<file path="src/rtl/pc_sequencer_if.sv">
// Instruction-memory fetch handshake between the PC sequencer and instruction memory.
interface pc_sequencer_if;
    logic        im_req;
    logic [31:0] im_addr;
    logic        im_ack;
    logic [31:0] im_rdata;

    modport master (output im_req, output im_addr, input im_ack, input im_rdata);
    modport slave  (input im_req, input im_addr, output im_ack, output im_rdata);
endinterface

</file>
<file path="src/rtl/pc_sequencer.sv">
// Fetch/PC sequencing controller: owns the PC, selects next PC, runs the IM handshake
// and centralises halt, resume, misalignment and fetch-watchdog handling.

module add4 (
    input  logic [31:0] i_a,
    output logic [31:0] o_sum
);
    assign o_sum = i_a + 32'd4;
endmodule

module pc_sequencer #(
    parameter logic [31:0] RESET_PC = 32'h0000_0000,
    parameter int unsigned TIMEOUT  = 16
) (
    input  logic             i_clk,
    input  logic             i_rst_n,
    pc_sequencer_if.master   im,
    output logic [31:0]      o_instr,
    output logic             o_instr_valid,
    input  logic             i_ex_done,
    input  logic             i_jump,
    input  logic [31:0]      i_jump_target,
    input  logic             i_branch_taken,
    input  logic [31:0]      i_br_target,
    input  logic             i_halt_req,
    input  logic             i_resume,
    output logic [31:0]      o_pc,
    output logic             o_halted,
    output logic             o_misalign,
    output logic             o_bus_err,
    output logic [31:0]      o_retired
);
    localparam int unsigned WD_W = (TIMEOUT == 0) ? 1 : $clog2(TIMEOUT + 1);

    typedef enum logic [1:0] {ST_BOOT, ST_FETCH, ST_EXEC, ST_HALTED} state_t;

    state_t            r_state,       w_state_nxt;
    logic [31:0]       r_pc,          w_pc_nxt;
    logic [31:0]       r_instr,       w_instr_nxt;
    logic              r_instr_valid, w_instr_valid_nxt;
    logic              r_im_req,      w_im_req_nxt;
    logic              r_halted,      w_halted_nxt;
    logic              r_misalign,    w_misalign_nxt;
    logic              r_bus_err,     w_bus_err_nxt;
    logic [31:0]       r_retired,     w_retired_nxt;
    logic [WD_W-1:0]   r_wd_cnt,      w_wd_cnt_nxt;
    logic [WD_W-1:0]   w_wd_inc;
    logic [31:0]       w_pc_plus4;
    logic [31:0]       w_target;

    add4 u_add4 (
        .i_a   (r_pc),
        .o_sum (w_pc_plus4)
    );

    // Jump beats branch beats sequential; only the selected target is alignment-checked
    assign w_target = i_jump         ? i_jump_target :
                      i_branch_taken ? i_br_target   : w_pc_plus4;
    assign w_wd_inc = r_wd_cnt + WD_W'(1);

    always_ff @(posedge i_clk or negedge i_rst_n) begin
        if (!i_rst_n) begin
            r_state       <= ST_BOOT;
            r_pc          <= RESET_PC;
            r_instr       <= 32'h0;
            r_instr_valid <= 1'b0;
            r_im_req      <= 1'b0;
            r_halted      <= 1'b0;
            r_misalign    <= 1'b0;
            r_bus_err     <= 1'b0;
            r_retired     <= 32'h0;
            r_wd_cnt      <= '0;
        end else begin
            r_state       <= w_state_nxt;
            r_pc          <= w_pc_nxt;
            r_instr       <= w_instr_nxt;
            r_instr_valid <= w_instr_valid_nxt;
            r_im_req      <= w_im_req_nxt;
            r_halted      <= w_halted_nxt;
            r_misalign    <= w_misalign_nxt;
            r_bus_err     <= w_bus_err_nxt;
            r_retired     <= w_retired_nxt;
            r_wd_cnt      <= w_wd_cnt_nxt;
        end
    end

    always_comb begin
        w_state_nxt       = r_state;
        w_pc_nxt          = r_pc;
        w_instr_nxt       = r_instr;
        w_instr_valid_nxt = r_instr_valid;
        w_misalign_nxt    = r_misalign;
        w_bus_err_nxt     = r_bus_err;
        w_retired_nxt     = r_retired;
        w_wd_cnt_nxt      = r_wd_cnt;

        case (r_state)
            ST_BOOT: begin
                w_state_nxt  = ST_FETCH;
                w_wd_cnt_nxt = '0;
            end
            ST_FETCH: begin
                if (im.im_ack) begin
                    w_instr_nxt       = im.im_rdata;
                    w_instr_valid_nxt = 1'b1;
                    w_state_nxt       = ST_EXEC;
                end else if (TIMEOUT != 0) begin
                    // An ACK on the expiring edge takes the branch above, so it wins
                    if (w_wd_inc == WD_W'(TIMEOUT)) begin
                        w_bus_err_nxt = 1'b1;
                        w_state_nxt   = ST_HALTED;
                    end else begin
                        w_wd_cnt_nxt  = w_wd_inc;
                    end
                end
            end
            ST_EXEC: begin
                if (i_ex_done) begin
                    w_retired_nxt     = r_retired + 32'd1;
                    w_instr_valid_nxt = 1'b0;
                    if (w_target[1:0] != 2'b00) begin
                        w_misalign_nxt = 1'b1;
                        w_state_nxt    = ST_HALTED;
                    end else begin
                        w_pc_nxt       = w_target;
                        w_state_nxt    = i_halt_req ? ST_HALTED : ST_FETCH;
                        w_wd_cnt_nxt   = '0;
                    end
                end
            end
            ST_HALTED: begin
                if (i_resume && !r_misalign && !r_bus_err) begin
                    w_state_nxt  = ST_FETCH;
                    w_wd_cnt_nxt = '0;
                end
            end
            default: w_state_nxt = ST_BOOT;
        endcase

        w_im_req_nxt = (w_state_nxt == ST_FETCH);
        w_halted_nxt = (w_state_nxt == ST_HALTED);
    end

    assign im.im_req     = r_im_req;
    assign im.im_addr    = r_pc;
    assign o_instr       = r_instr;
    assign o_instr_valid = r_instr_valid;
    assign o_pc          = r_pc;
    assign o_halted      = r_halted;
    assign o_misalign    = r_misalign;
    assign o_bus_err     = r_bus_err;
    assign o_retired     = r_retired;
endmodule

</file>
<file path="src/flat_wrapper.sv">
// flat-port wrapper written by rule: the top's interface ports become plain ports
module pc_sequencer_flat 
#(
    parameter logic [31:0] RESET_PC = 32'h0000_0000,
    parameter int unsigned TIMEOUT  = 16
)
  (i_clk, i_rst_n, o_instr, o_instr_valid, i_ex_done, i_jump, i_jump_target, i_branch_taken, i_br_target, i_halt_req, i_resume, o_pc, o_halted, o_misalign, o_bus_err, o_retired, im_im_req, im_im_addr, im_im_ack, im_im_rdata);
  pc_sequencer_if im_i ();
  input  logic i_clk;
  input  logic i_rst_n;
  output logic [31:0] o_instr;
  output logic o_instr_valid;
  input  logic i_ex_done;
  input  logic i_jump;
  input  logic [31:0] i_jump_target;
  input  logic i_branch_taken;
  input  logic [31:0] i_br_target;
  input  logic i_halt_req;
  input  logic i_resume;
  output logic [31:0] o_pc;
  output logic o_halted;
  output logic o_misalign;
  output logic o_bus_err;
  output logic [31:0] o_retired;
  output wire logic [$bits(im_i.im_req)-1:0] im_im_req;
  output wire logic [$bits(im_i.im_addr)-1:0] im_im_addr;
  input wire logic [$bits(im_i.im_ack)-1:0] im_im_ack;
  input wire logic [$bits(im_i.im_rdata)-1:0] im_im_rdata;
  assign im_im_req = im_i.im_req;
  assign im_im_addr = im_i.im_addr;
  assign im_i.im_ack = im_im_ack;
  assign im_i.im_rdata = im_im_rdata;
  pc_sequencer #(.RESET_PC(RESET_PC), .TIMEOUT(TIMEOUT)) u_core (.i_clk(i_clk), .i_rst_n(i_rst_n), .im(im_i), .o_instr(o_instr), .o_instr_valid(o_instr_valid), .i_ex_done(i_ex_done), .i_jump(i_jump), .i_jump_target(i_jump_target), .i_branch_taken(i_branch_taken), .i_br_target(i_br_target), .i_halt_req(i_halt_req), .i_resume(i_resume), .o_pc(o_pc), .o_halted(o_halted), .o_misalign(o_misalign), .o_bus_err(o_bus_err), .o_retired(o_retired));
endmodule
</file>
<file path="config.mk">
export PLATFORM = sky130hd
export DESIGN_NAME = pc_sequencer_flat
export DESIGN_NICKNAME = d
export VERILOG_FILES = /design/src/rtl/pc_sequencer_if.sv /design/src/rtl/pc_sequencer.sv /design/src/flat_wrapper.sv
export SDC_FILE = /design/constraint.sdc
export NUM_CORES = 1
export LEC_CHECK = 0
export ABC_AREA = 1
export BUFFER_PORTS_ARGS = -buffer_cell sky130_fd_sc_hd__buf_4
export CORE_AREA = 4 4 143 145
export CTS_CLUSTER_SIZE = 25
export DETAILED_ROUTE_END_ITERATION = 12
export DIE_AREA = 0 0 147 149
export PLACE_DENSITY = 0.65
export SLEW_MARGIN = 20
export SYNTH_ARGS = -nofsm -noshare
export SYNTH_HDL_FRONTEND = slang
export SYNTH_SLANG_ARGS = --single-unit
</file>
<file path="constraint.sdc">
create_clock -name i_clk -period 2.4 [get_ports i_clk]
set_input_delay 0.12 -clock i_clk [delete_from_list [all_inputs] [get_ports i_clk]]
set_output_delay 0.12 -clock i_clk [all_outputs]
set_load 0.01 [all_outputs]
</file>
==> summary by stage <==
Outcome
The flow ran to the end, and the final reports show no timing, DRC or antenna violations.

Synth
In the synthesized netlist, the number of instances is 948. sky130_fd_sc_hd__dfrtp_1 takes more of the synthesized area than any other cell. Counting flops with a built-in enable in the synthesized netlist gives 0. The area share of the largest cell type after synthesis is 41.1%. The synthesis warning total is 0. A synthesized cell averages 6.94 um2. The mapped cell area is 6580 um2. By area the synthesized netlist is led by sky130_fd_sc_hd__dfrtp_1 (41%), sky130_fd_sc_hd__nand2_1 (20%), sky130_fd_sc_hd__nor2_1 (7.6%), sky130_fd_sc_hd__nand3_1 (4.1%), sky130_fd_sc_hd__buf_4 (3.7%). Summing the sequential cell areas from Yosys gives 41.1% of the chip area. After synthesis the netlist holds a flip-flop and latch count of 108. The count of cell types in the netlist is 38. The most used flip-flop cell after synthesis is sky130_fd_sc_hd__dfrtp_1. The share of synthesized registers carrying an async set or reset is 100%. Synthesis produced a netlist with a net count of 1055.

Drt
For this run, design rule violations remaining after detail routing come to 0. Dividing the detail-routed via count by the number of cells gives 4.71. The number of nets with antenna violations after detailed routing is 0. For this run, the detailed router's first-pass iteration total came to 5. Dividing the detail-routed wire length by the instance count gives 15.0 um. The iteration-0 DRC count of the detailed router is 360. The wire length reported by the detailed router is 21.8 mm. The detailed router placed 6838 vias in this run.

Setup path
For this run, the slowest stage of the critical path takes 0.53 ns. The number of buffers and inverters on the critical path is 0. The most repeated library cell on the critical path is sky130_fd_sc_hd__nand2_1.

For the worst setup path, the data arrival time is 2.16 ns. Along the worst path, the maximum fanout reaches 8. The master of the slowest instance on the critical path is sky130_fd_sc_hd__dfrtp_1. The signal on the critical path passes through nand2_1, nor2_1, nand2_1, nor2_1, nand2_1, nand3_1, nand2_1, nand2_1, nand2_1, o21ai_1. STA puts the critical path data required time at 2.68 ns. The critical path start-end classification is register to register. The worst register-to-register path has a depth of 10. The kind of launch point of the worst setup path is a register. STA classifies the critical path endpoint as a register. In this run the number of cells on the critical path is 10. The kind of cell with the highest combined delay along the critical path is simple AND/OR/NAND/NOR gates.

Pwr
The total leakage power is 0.00463 uW. Per report_power, the clock group accounts for 18.4% of the total. The internal cell power is 5000 uW.

The portion of total power attributed to combinational logic is 44.4%. The sequential fraction of design power is 37.2%. The net switching power is 3520 uW.

For this design the ratio of total power to cell area is 943 nW/um2. In this run switching power makes up 41.3% of total power. IR analysis of the VDD net gives a maximum drop of 0.000561 V.

STA
The transition time at the pin with the least slew margin is 0.600 ns. The total count of max-transition violations in the final report is 0. The final setup violation count is 0. The routed design could run at a clock period as short as 1.88 ns. In this run the tightest slew margin relative to its limit is 60.0%. The setup clock skew after layout is 0.00879 ns.

The post-route fraction of the period consumed by the critical path is 78.3%. The count of final hold-check violations is 0. Hold timing on the final database bottoms out at a slack of 0.00860 ns.

The final total negative setup slack is 0 ns. The maximum clock frequency is 532 MHz. Setup repair after global routing left no endpoint under its margin.

Global route
The initial antenna violation count is 0. The via count of the first global-routing pass was 6790. The overall fraction of global-route tracks in use is 19.6%. The first global-routing pass estimated 34.8 mm of wire. The total global routing overflow is 0. Entering global routing, the biggest net connects 52 pins.

Clock network
The clock root buffer is sky130_fd_sc_hd__clkbuf_16. The H-tree generated during clock tree synthesis spans 3 levels. The clock reaches the later pin of the worst-skew pair after 0.36 ns. The clock passes through at most 2 buffers. The number of cells upsized or downsized after cts is 0. After clock tree synthesis, the flow added hold-fix buffers numbering 34. The clock sink count is 108.

TritonCTS built the clock tree. The number of setup buffers added after CTS is 0. The clock slew seen by the registers of the worst setup and hold paths is 0.07 ns. Buffers inserted during clock tree synthesis total 9.

Floorplanning
The vertical die dimension is 149 um. The die boundary width is 147 um. The boundary pin count is 237.

The die covers 21900 um2. The initial utilization of the core area, before any placement, comes to 34.3%. In this run the standard cell core region covers 19200 um2. The initialized floorplan defines 51 standard-cell rows.

Layout
The most frequent standard cell in the layout excluding fill and tap cells is sky130_fd_sc_hd__nand2_1. Leaving out fill and tap cells, the most frequent cells in the layout are sky130_fd_sc_hd__nand2_1 (354), sky130_fd_sc_hd__buf_4 (243), sky130_fd_sc_hd__nor2_1 (134), sky130_fd_sc_hd__dfrtp_1 (108), sky130_fd_sc_hd__inv_1 (60). The number of nets in the finished design is 1288.

0 antenna diodes ended up in the layout. The ratio of cells with drive above 1 in the final layout is 25.3%. Relative to the synthesized area, the layout overhead comes to 37.4%.

Placed design
Summed over all nets, the half-perimeter wirelength after detailed placement is 16.4 mm. The global placement routability congestion is 0.894. The count of buffers added on input and output ports is 236.

Min path
The worst hold-check path type is input pin to register. Counting instances, the worst hold path has a depth of 3.

Flow run
The tool flagged a number of max-cap violations equal to 0.
## cells by family (layout without fill, tap and decap cells)
family	count (synthesis)	in the layout	synth area share [%]
AND/OR/NAND/NOR	589	589	37.2
flip-flops	108	108	41.1
adder cells (fa/ha/maj)	3	3	0.570
XOR/XNOR	33	33	4.39
AO/OA/AOI/OAI	82	82	6.86
buffers and inverters	133	371	9.89
## final cells by class
type,instances,area [um2]
Fill cell,1926,10200
Timing Repair Buffer,278,2180
Inverter,77,289
Clock buffer,10,239
Clock inverter,6,70.1
Sequential cell,108,2700
Multi-Input combinational cell,707,3230
Tap cell,265,332
## sequential cells by signal, indices dropped and copies added, names as in the netlist
name	cells
u_core.im.im_addr	32
u_core.o_instr	32
u_core.o_retired	32
u_core.r_wd_cnt	5
u_core.r_state	2
u_core.im.im_req	1
u_core.o_bus_err	1
u_core.o_halted	1
u_core.o_instr_valid	1
u_core.o_misalign	1
## power by group through the flow
stage	Sequential (uW)	Clock (uW)	Combinational, uW
2_1_floorplan	3240	0	1970
3_3_place_gp	3170	0	3710
3_5_place_dp	3170	0	3750
4_1_cts	3160	1610	3800
5_1_grt	3280	1680	4190
6_report	3170	1570	3780
## cell usage after synthesis (2+ instances only)
| library cell | n |
|---|---|
| sky130_fd_sc_hd__buf_2 | 7 |
| sky130_fd_sc_hd__nand2_2 | 5 |
| sky130_fd_sc_hd__o21ai_1 | 14 |
| sky130_fd_sc_hd__clkbuf_1 | 11 |
| sky130_fd_sc_hd__ha_1 | 3 |
| sky130_fd_sc_hd__o21ai_0 | 24 |
| sky130_fd_sc_hd__nor3_1 | 9 |
| sky130_fd_sc_hd__buf_6 | 3 |
| sky130_fd_sc_hd__or2_2 | 3 |
| sky130_fd_sc_hd__xor2_1 | 22 |
| sky130_fd_sc_hd__a21oi_2 | 3 |
| sky130_fd_sc_hd__nand2_1 | 354 |
| sky130_fd_sc_hd__o211ai_1 | 3 |
| sky130_fd_sc_hd__buf_1 | 3 |
| sky130_fd_sc_hd__buf_4 | 32 |
| sky130_fd_sc_hd__nor3_2 | 3 |
| sky130_fd_sc_hd__xnor2_1 | 11 |
| sky130_fd_sc_hd__a21boi_1 | 6 |
| sky130_fd_sc_hd__nand3b_1 | 4 |
| sky130_fd_sc_hd__nand3_1 | 54 |
| sky130_fd_sc_hd__nor2_1 | 134 |
| sky130_fd_sc_hd__inv_2 | 16 |
| sky130_fd_sc_hd__a21oi_1 | 29 |
| sky130_fd_sc_hd__inv_1 | 60 |
| sky130_fd_sc_hd__nand4_1 | 10 |
| sky130_fd_sc_hd__dfrtp_1 | 108 |
| sky130_fd_sc_hd__nor2_8 | 2 |
| sky130_fd_sc_hd__nor2_2 | 5 |
## per-layer routing
| metal | vias to the layer above | GRT usage, % | share of wire [%] |
|---|---|---|---|
| met3 | 43 | 6.11 | 9.5 |
| met5 | - | 0 | 0 |
| met4 | 0 | 7.36 | 2.8 |
| met1 | 3124 | 22.9 | 40 |
| met2 | 269 | 34.1 | 48 |
| li1 | 3402 | - | - |
## stage by stage
| step | utilization [%] | cells | total power (uW) | instance area (um2) | setup slack [ns] |
|---|---|---|---|---|---|
| floorplan | - | 948 | 5220 | 6580 | 0.811 |
| global placement | 43.7 | 1401 | 6880 | 8400 | 0.551 |
| detailed placement | 43.7 | 1401 | 6930 | 8400 | 0.541 |
| CTS | 47.1 | 1451 | 8570 | 9040 | 0.532 |
| global route | 47.1 | 1451 | 9140 | 9040 | 0.322 |
| finish | 47.1 | 1451 | 8530 | 9040 | 0.522 |
## worst paths after layout
| kind | start | slack, ns | endpoint |
|---|---|---|---|
| max | u_core.im.im_addr[4]$_DFFE_PN0P_ | 0.52 | u_core.im.im_addr[11]$_DFFE_PN0P_ |
| min | im_im_rdata[18] | 0.009 | u_core.o_instr[18]$_DFFE_PN0P_ |
| max reg2reg | u_core.im.im_addr[4]$_DFFE_PN0P_ | 0.52 | u_core.im.im_addr[11]$_DFFE_PN0P_ |
| min reg2reg | u_core.o_instr[25]$_DFFE_PN0P_ | 0.48 | u_core.o_instr[25]$_DFFE_PN0P_ |
| max in group asynchronous | i_rst_n | 1.37 | u_core.im.im_addr[1]$_DFFE_PN0P_ |
| min in group asynchronous | i_rst_n | 0.28 | u_core.im.im_addr[25]$_DFFE_PN0P_ |
## worst reg2reg max path: stages, from the launching register on
cell,delay [ns]
sky130_fd_sc_hd__dfrtp_1,0.53
sky130_fd_sc_hd__nand2_1,0.09
sky130_fd_sc_hd__nor2_1,0.26
sky130_fd_sc_hd__nand2_1,0.25
sky130_fd_sc_hd__nor2_1,0.29
sky130_fd_sc_hd__nand2_1,0.08
sky130_fd_sc_hd__nand3_1,0.09
sky130_fd_sc_hd__nand2_1,0.06
sky130_fd_sc_hd__nand2_1,0.06
sky130_fd_sc_hd__nand2_1,0.05
sky130_fd_sc_hd__o21ai_1,0.07
Power figures use the tool's default switching activity.
